$ cat config.mk
export PLATFORM = sky130hd
export DESIGN_NAME = data_memory_bytelane
export DESIGN_NICKNAME = d
export VERILOG_FILES = /design/src/rtl/dmem_pkg.sv /design/src/rtl/dmem_lane_align.sv /design/src/rtl/data_memory_bytelane.sv
export SDC_FILE = /design/constraint.sdc
export NUM_CORES = 2
export LEC_CHECK = 0
export ABC_CLOCK_PERIOD_IN_PS = 12450
export CAP_MARGIN = 20
export CORE_ASPECT_RATIO = 1.75
export CORE_UTILIZATION = 54
export CTS_CLUSTER_DIAMETER = 120
export DETAILED_ROUTE_END_ITERATION = 16
export HOLD_SLACK_MARGIN = 0.15
export PLACE_DENSITY = 0.71
export SYNTH_ARGS = -nofsm -noshare
export SYNTH_HDL_FRONTEND = slang
export SYNTH_SLANG_ARGS = --single-unit
$ cat constraint.sdc
create_clock -name clk -period 12.45 [get_ports clk]
set_clock_uncertainty 0.1 [all_clocks]
set_input_delay 1.245 -clock clk [delete_from_list [all_inputs] [get_ports clk]]
set_output_delay 1.245 -clock clk [all_outputs]
set_load 0.05 [all_outputs]
$ cat src/rtl/dmem_pkg.sv
// Shared encodings for the byte-lane data memory: access sizes and FSM states.
package dmem_pkg;

    localparam logic [1:0] SIZE_BYTE = 2'b00;
    localparam logic [1:0] SIZE_HALF = 2'b01;
    localparam logic [1:0] SIZE_WORD = 2'b10;
    localparam logic [1:0] SIZE_ILL  = 2'b11;

    typedef enum logic [1:0] {
        CLEAR = 2'b00,
        IDLE  = 2'b01,
        BUSY  = 2'b10,
        RESP  = 2'b11
    } dmem_state_t;

endpackage

$ cat src/rtl/dmem_lane_align.sv
// Combinational byte-lane steering: store merge, load extract/extend, misalignment detect.
// Half/word offsets are always aligned down; the caller decides whether misalignment is an error.
module dmem_lane_align
    import dmem_pkg::*;
(
    input  logic [1:0]  addr,
    input  logic [1:0]  size,
    input  logic        uns,
    input  logic [31:0] wdata,
    input  logic [31:0] old_word,
    output logic [31:0] merged,
    output logic [31:0] rdata,
    output logic        misalign
);

    logic [1:0]  off;
    logic [4:0]  sh;
    logic [31:0] lane_mask;
    logic [31:0] picked;

    always_comb begin
        off       = addr;
        lane_mask = '0;
        misalign  = ((size == SIZE_HALF) && addr[0]) ||
                    ((size == SIZE_WORD) && (addr != 2'b00));
        case (size)
            SIZE_BYTE: lane_mask = 32'h0000_00FF;
            SIZE_HALF: begin
                off       = {addr[1], 1'b0};
                lane_mask = 32'h0000_FFFF;
            end
            SIZE_WORD: begin
                off       = 2'b00;
                lane_mask = 32'hFFFF_FFFF;
            end
            default:   lane_mask = '0;
        endcase
        sh     = {off, 3'b000};
        // Illegal size has an empty mask, so the merge leaves the word untouched.
        merged = (old_word & ~(lane_mask << sh)) | ((wdata & lane_mask) << sh);
        picked = (old_word >> sh) & lane_mask;
        case (size)
            SIZE_BYTE: rdata = uns ? picked : {{24{picked[7]}}, picked[7:0]};
            SIZE_HALF: rdata = uns ? picked : {{16{picked[15]}}, picked[15:0]};
            SIZE_WORD: rdata = picked;
            default:   rdata = '0;
        endcase
    end

endmodule

$ cat src/rtl/data_memory_bytelane.sv
// Byte/half/word data memory with valid/ready requests, configurable read latency and post-reset clear.
// Define DMEM_MISALIGN_CHECK_EN to reject misaligned half/word accesses instead of aligning them down.
module data_memory_bytelane
    import dmem_pkg::*;
#(
    parameter int DEPTH   = 128,
    parameter int LATENCY = 1,
    localparam int ADDR_W = $clog2(DEPTH) + 2
) (
    input  logic              clk,
    input  logic              reset,
    input  logic              req_valid,
    output logic              req_ready,
    input  logic              req_write,
    input  logic [1:0]        req_size,
    input  logic              req_unsigned,
    input  logic [ADDR_W-1:0] req_addr,
    input  logic [31:0]       req_wdata,
    output logic              rsp_valid,
    output logic [31:0]       rsp_rdata,
    output logic              rsp_error,
    output logic              init_done
);

    localparam int IDX_W = ADDR_W - 2;
`ifdef DMEM_MISALIGN_CHECK_EN
    localparam bit MISALIGN_CHK = 1'b1;
`else
    localparam bit MISALIGN_CHK = 1'b0;
`endif

    logic [31:0]      mem [DEPTH];
    dmem_state_t      state, state_nxt;
    logic [IDX_W-1:0] clr_ptr;
    logic [3:0]       lat_cnt;
    logic [31:0]      pend_rdata;
    logic             pend_error;

    logic [IDX_W-1:0] widx;
    logic [31:0]      old_word, merged, load_val, acc_rdata;
    logic             misalign, accept, acc_error, clr_last;

    assign widx      = req_addr[ADDR_W-1:2];
    assign old_word  = mem[widx];
    assign accept    = req_valid && req_ready;
    assign acc_error = (req_size == SIZE_ILL) || (MISALIGN_CHK && misalign);
    assign acc_rdata = (acc_error || req_write) ? 32'h0 : load_val;
    assign clr_last  = (clr_ptr == IDX_W'(DEPTH - 1));

    dmem_lane_align u_align (
        .addr     (req_addr[1:0]),
        .size     (req_size),
        .uns      (req_unsigned),
        .wdata    (req_wdata),
        .old_word (old_word),
        .merged   (merged),
        .rdata    (load_val),
        .misalign (misalign)
    );

    always_comb begin
        state_nxt = state;
        req_ready = 1'b0;
        rsp_valid = 1'b0;
        case (state)
            CLEAR: if (clr_last) state_nxt = IDLE;
            IDLE: begin
                req_ready = 1'b1;
                if (req_valid) state_nxt = (LATENCY > 1) ? BUSY : RESP;
            end
            BUSY: if (lat_cnt == 4'(LATENCY - 2)) state_nxt = RESP;
            RESP: begin
                rsp_valid = 1'b1;
                state_nxt = IDLE;
            end
            default: state_nxt = CLEAR;
        endcase
    end

    always_ff @(posedge clk) begin
        if (reset) begin
            state      <= CLEAR;
            clr_ptr    <= '0;
            lat_cnt    <= '0;
            init_done  <= 1'b0;
            pend_rdata <= '0;
            pend_error <= 1'b0;
            rsp_rdata  <= '0;
            rsp_error  <= 1'b0;
        end else begin
            state <= state_nxt;
            if (state == CLEAR) begin
                clr_ptr <= clr_ptr + 1'b1;
                if (clr_last) init_done <= 1'b1;
            end
            // The result is captured at acceptance; it reaches the outputs on entry to RESP.
            if (accept) begin
                pend_rdata <= acc_rdata;
                pend_error <= acc_error;
                lat_cnt    <= '0;
                if (LATENCY == 1) begin
                    rsp_rdata <= acc_rdata;
                    rsp_error <= acc_error;
                end
            end
            if (state == BUSY) begin
                lat_cnt <= lat_cnt + 1'b1;
                if (state_nxt == RESP) begin
                    rsp_rdata <= pend_rdata;
                    rsp_error <= pend_error;
                end
            end
        end
    end

    always_ff @(posedge clk) begin
        if (!reset) begin
            if (state == CLEAR)
                mem[clr_ptr] <= '0;
            else if (accept && req_write && !acc_error)
                mem[widx] <= merged;
        end
    end

endmodule

# Word-level counts from Yosys, hierarchy flattened
# Memory sizes are Yosys's and may differ from the RTL's.
# Index checks and enable logic that the tools add are counted.
# classes
n_addsub	2
n_eq_ne	9
shifts	3
muxes	30
bitwise_logic	5
n_reduce_logical	10
# op_table
cell	count
32-bit two-way mux	7
32-bit case mux with 3 select lines	2
32-bit bitwise AND	3
32-bit by 5-bit << shifter with 32-bit output	2
32-bit inverter	1
32-bit OR	1
32-bit OR reduction	1
32-bit by 5-bit right shift with 32-bit output	1
1-bit two-way mux	13
2-bit == test, second input constant	5
4-bit two-way mux	2
2-bit case mux with 4 select lines	1
7-bit by 1-bit adder with 7-bit output, second input constant	1
7-bit == test, second input constant	1
7-bit two-way mux	1
2-bit two-way mux	3
4-bit by 1-bit adder with 4-bit output, second input constant	1
2-bit by 1-bit == test with 1-bit output, second input constant	2
4-bit == test, second input constant	1
2-bit zero test	2
2-bit case mux with 2 select lines	1
1-bit logical AND	3
2-bit AND reduction	1
2-bit nonzero test	1
other kinds (2)	2
# word_totals
ff_bits	80
ramBits	4096
input_bits	48
wordCells	68
memories	1
# memory_table
name	depth	word_bits	rd	rd_clocked_by_memory_dff	wr	line	source
mem	128	32	1	0	1	data_memory_bytelane.sv:32	logic [31:0] mem [DEPTH];

# Longest topological paths before layout
# depth
word_depth	11
ltp_mapped	18
depth_no_buf	11

# By module
# From an unflattened synthesis, not the netlist that was laid out.
# hier_totals
cells_unflattened	6617
hier_area_um2	161020.7
# by_module_without_submodules
mod	instances	cells_per_inst	area_each_um2	seq_area_each_um2
data_memory_bytelane	1	6414	159417.9	124599.5
dmem_lane_align	1	203	1602.8	0.0

# Worst setup path after synthesis
# No wires, ideal clock.
# synth_path
path_kind	input port to flip-flop
from	input port req_size[0]
to	memory mem[0][7] (data pin)
setup_time_ns	1.154
arrival_time_ns	7.996
t_required_ns	11.196
slack_ns	3.200
path_stages	11
path_buffers	3
path_cell_list	inv_1 -> ha_1 -> clkbuf_1 -> clkinv_1 -> nand2_1 -> clkbuf_1 -> nand2_1 -> nor2_1 -> clkbuf_1 -> nor2_1 -> nor3_1
# synth_between
elab_chain_len	9
elab_cells_between_ends	20
# synth_rtl
item	line	source
start, declared	data_memory_bytelane.sv:15	input logic [1:0] req_size,
branches (longest 8 deep; another with 32-bit case mux with 3 select lines)	n/a	
32-bit two-way mux (no source line) (*)	n/a	
end, declared	data_memory_bytelane.sv:32	
# Every way passes the cells marked *.

# Worst setup path after layout
# layout_path
from	input port req_addr[3]
to	memory mem[34][14] (data pin)
# layout_between
elab_chain_len	4
# layout_rtl
item	line	source
start, declared	data_memory_bytelane.sv:17	input logic [ADDR_W-1:0] req_addr,
memory 128 x 32 bit	n/a	
32-bit bitwise AND	dmem_lane_align.sv:40	merged = (old_word & ~(lane_mask << sh)) | ((wdata & lane_mask) << sh);
32-bit OR	dmem_lane_align.sv:40	
32-bit two-way mux (no source line)	n/a	
# Every way passes these cells.

==> impl_results.md <==
- Cell mode on critical path: buf_4
- Worst Tran Pin Value: 1.399 ns
- Initial Util: a little over half
- Crit-path cells: buf_8 -> buf_12 -> buf_4 -> mux4_2 -> and2_1 -> a211oi_1 -> a31oi_1 -> o22ai_1 -> nor4_1 -> a21oi_1 -> nor2_4 -> buf_4
- CTS Hold Buffers Added: 0
- TritonCTS sink count: 4176
- CTS tree: built
- Antenna violations before repair: 29
- Netlist area before placement: 162100 µm²
- DP HPWL: 283.5 mm
- Pre-Repair DR Iteration Count: 6
- CP required: 12.89 ns
- Met1 usage: 38.75%
- Global Route met2 Usage: 53.77%
- Power per Cell Area: 150.8 nW/µm²
- # IOs: 84
- Total GRT Usage: 32.95%
- Number of CTS-inserted buffers: between 300 and 400
- Cell variety after synth: 80
- Post-layout min period: 6.832 ns
- First-pass GRT wire length: around 680 mm
- Seq/Total Area, Yosys: 76.88%
- Status: completed
- Max Cap Violations: 0
- Async set-reset flop share out of synthesis: 0%
- Synthesis-to-layout area growth: 11.32%
- Worst slew margin: 6.766%
- Met3 usage: 6.295%
- Clock Path Buffers: 4
- Final TNS setup: 0 ns
- Nets@finish: 7849
- H-tree levels: 5
- Worst skew pair latency: between 0.9 and 1 ns
- PortBufs: 83
- Routed length per instance: 41.57 µm
- Chip Width: 416.1 µm
- Critical Path End Type: register
- RSZ-0062 raised after global routing: false
- P_leak: 50.06 nW
- Setup WS pre-CTS: ~5.0 ns
- Largest net degree at the start of global routing: 129
- Most Used Layer, Global Route: met2
- Drt total wl: between 400 and 500 mm
- CTS clock-pin slew for the worst setup and hold paths: 0.07 ns
- Hold WC Path Type: reg2reg
- Initial DRC count: 12735
- Crit Path Class: in2reg
- Crit path arrival time: 7.27 ns
- CTS root buffer: clkbuf_16
- Vias in the first global route: 83433
- Register area: 124600 µm²
- Yosys warnings: 0
- Layout Utilization: 60.52%
- Die Area: ~300000 µm²
- Most used DFF post-synth: edfxtp_1
- Achievable Freq: 146.4 MHz
- Post-synthesis net count: 7510
- Worst path max stage delay: between 1 and 1.5 ns
- Area of the multi-input gates: about 36000 µm²
- Vias per cell: 7.048
- Final setup fails: 0
- Overflow after GRT: 0
- Site row count: 265
- Slowest CP cell: nor4_1
- EDFF count, synth: roughly 4000
- Post-CTS Setup Inserts: 0
- Final Hold Viols: 0
- # DRC: 0
- Crit path launch type: input pin
- Routed Antenna Nets: 0
- # fillers: 20154
- CTS resizes: 0
- Routed vias: 84350
- FF+latch count, synth: 4176
- Critical-path maximum fanout: 89
- Die Y: 726.7 µm
- Share of cells above drive strength 1: between 20% and 30%
- Tcrit/Tclk final: 54.87%
- Routability cong.: about 1.1
- Cells after Synth: 7456
- Max VDD drop: 0.0001210 V
- PnR worst setup slack: 5.618 ns
- Syn avg cell area: 21.74 µm²
- Fin. max-slew vios: 0
- Core area: slightly below 300000 µm²
==> metrics by stage <==
step	cells	hold WS (ns)	power (mW)	area, µm²
after detailed placement	11306	0.3293	16.57	169000
after global placement	11299	0.3256	16.57	168900
after CTS	11926	0.3386	27.22	180100
final	11968	0.3415	27.21	180400
after floorplan	7456	0.3159	16.15	162100
after global routing	11959	0.3611	27.74	180400
==> metal layers <==
layer | wire length [µm] | vias up
li1 | - | 32054
met1 | 155200 | 44582
met2 | 243400 | 6205
met3 | 52880 | 1495
met4 | 45730 | 14
met5 | 281 | -
==> cells in the mapped netlist (9+ instances only) <==
library cell  count  area, µm²
a31oi_1          33      206.5
clkbuf_1        116      435.4
mux4_2         1008      22700
o22ai_1          76      475.5
buf_2            99      495.5
mux2i_1         330       3303
dfxtp_1          80       1602
nor2_1          278       1044
mux2_2           14      157.7
a21oi_1         152      760.7
a22oi_1         191       1434
mux4_1            9      236.5
o21ai_1          17      85.08
a22o_1            9      78.83
nand2_1         232      870.8
and3_1           27      168.9
or3_1            12      75.07
o221ai_1         13      113.9
buf_4            97      728.2
a221oi_1         16      140.1
buf_1            42      157.7
nor2b_1          22      137.6
a311oi_2         12      180.2
a211oi_1         31      232.7
buf_6            63      709.4
edfxtp_1       4096     123000
nand3_1          68      340.3
or2_2            25      156.4
and2_1           20      125.1
nor4_1           10      62.56
nor3_1           46      230.2
inv_1            13      48.80
nand4_1          14      87.58
nand2b_1         14      87.58
o21ai_0          59      295.3
==> cell type report <==
cell class	count	area share, %
Tap cell	3871	2.685
Clock buffer	408	5.005
Multi-Input combinational cell	2836	19.97
Sequential cell	4176	69.07
Timing Repair Buffer	422	2.076
Antenna cell	26	0.03606
Clock inverter	212	1.124
Inverter	17	0.04231
==> state kept, by name (all words and copies together), names as in the netlist <==
| register | count |
|---|---|
| mem | 4096 |
| pend_rdata | 32 |
| rsp_rdata | 32 |
| clr_ptr | 7 |
| lat_cnt | 4 |
| state | 2 |
| init_done | 1 |
| pend_error | 1 |
| rsp_error | 1 |
==> kinds of logic after synthesis <==
group	share of synthesized area (%)
flops	76.88
mux	16.29
simple gates	2.196
compound gates	2.853
buf+inv	1.697
xor+xnor	0.03783
fa+ha+maj	0.04632
==> final timing paths <==
kind,start,endpoint,slack [ns],depth (start not counted)
max,req_addr[3],mem[34][14]$_DFFE_PP_,5.62,12
min,pend_rdata[13]$_SDFFE_PP0P_,pend_rdata[13]$_SDFFE_PP0P_,0.34,2
max reg2reg,mem[58][25]$_DFFE_PP_,mem[67][25]$_DFFE_PP_,7.39,8
min reg2reg,pend_rdata[13]$_SDFFE_PP0P_,pend_rdata[13]$_SDFFE_PP0P_,0.34,2
==> critical path, delay by kind of cell <==
kind	cells	cell delay, ns
buf+inv	4	2.12
simple gates	3	1.52
compound gates	4	1.48
mux	1	0.35
==> cell usage in the layout (no fill, tap or decap), drive strengths merged, types with 80 or more instances in the layout <==
cell,count
edfxtp,4096
mux4,1017
clkbuf,412
buf,343
mux2i,330
nor2,280
nand2,232
a22oi,191
a21oi,153
clkinv,148
dfxtp,80
==> where the power goes <==
part	total, mW	switching [mW]	internal, mW
clock	10.9	4.97	5.94
sequential	15.2	0.00794	15.2
combinational	1.09	0.738	0.350
total	27.2	5.72	21.5
Note: power is estimated with default switching activity, not from simulation.
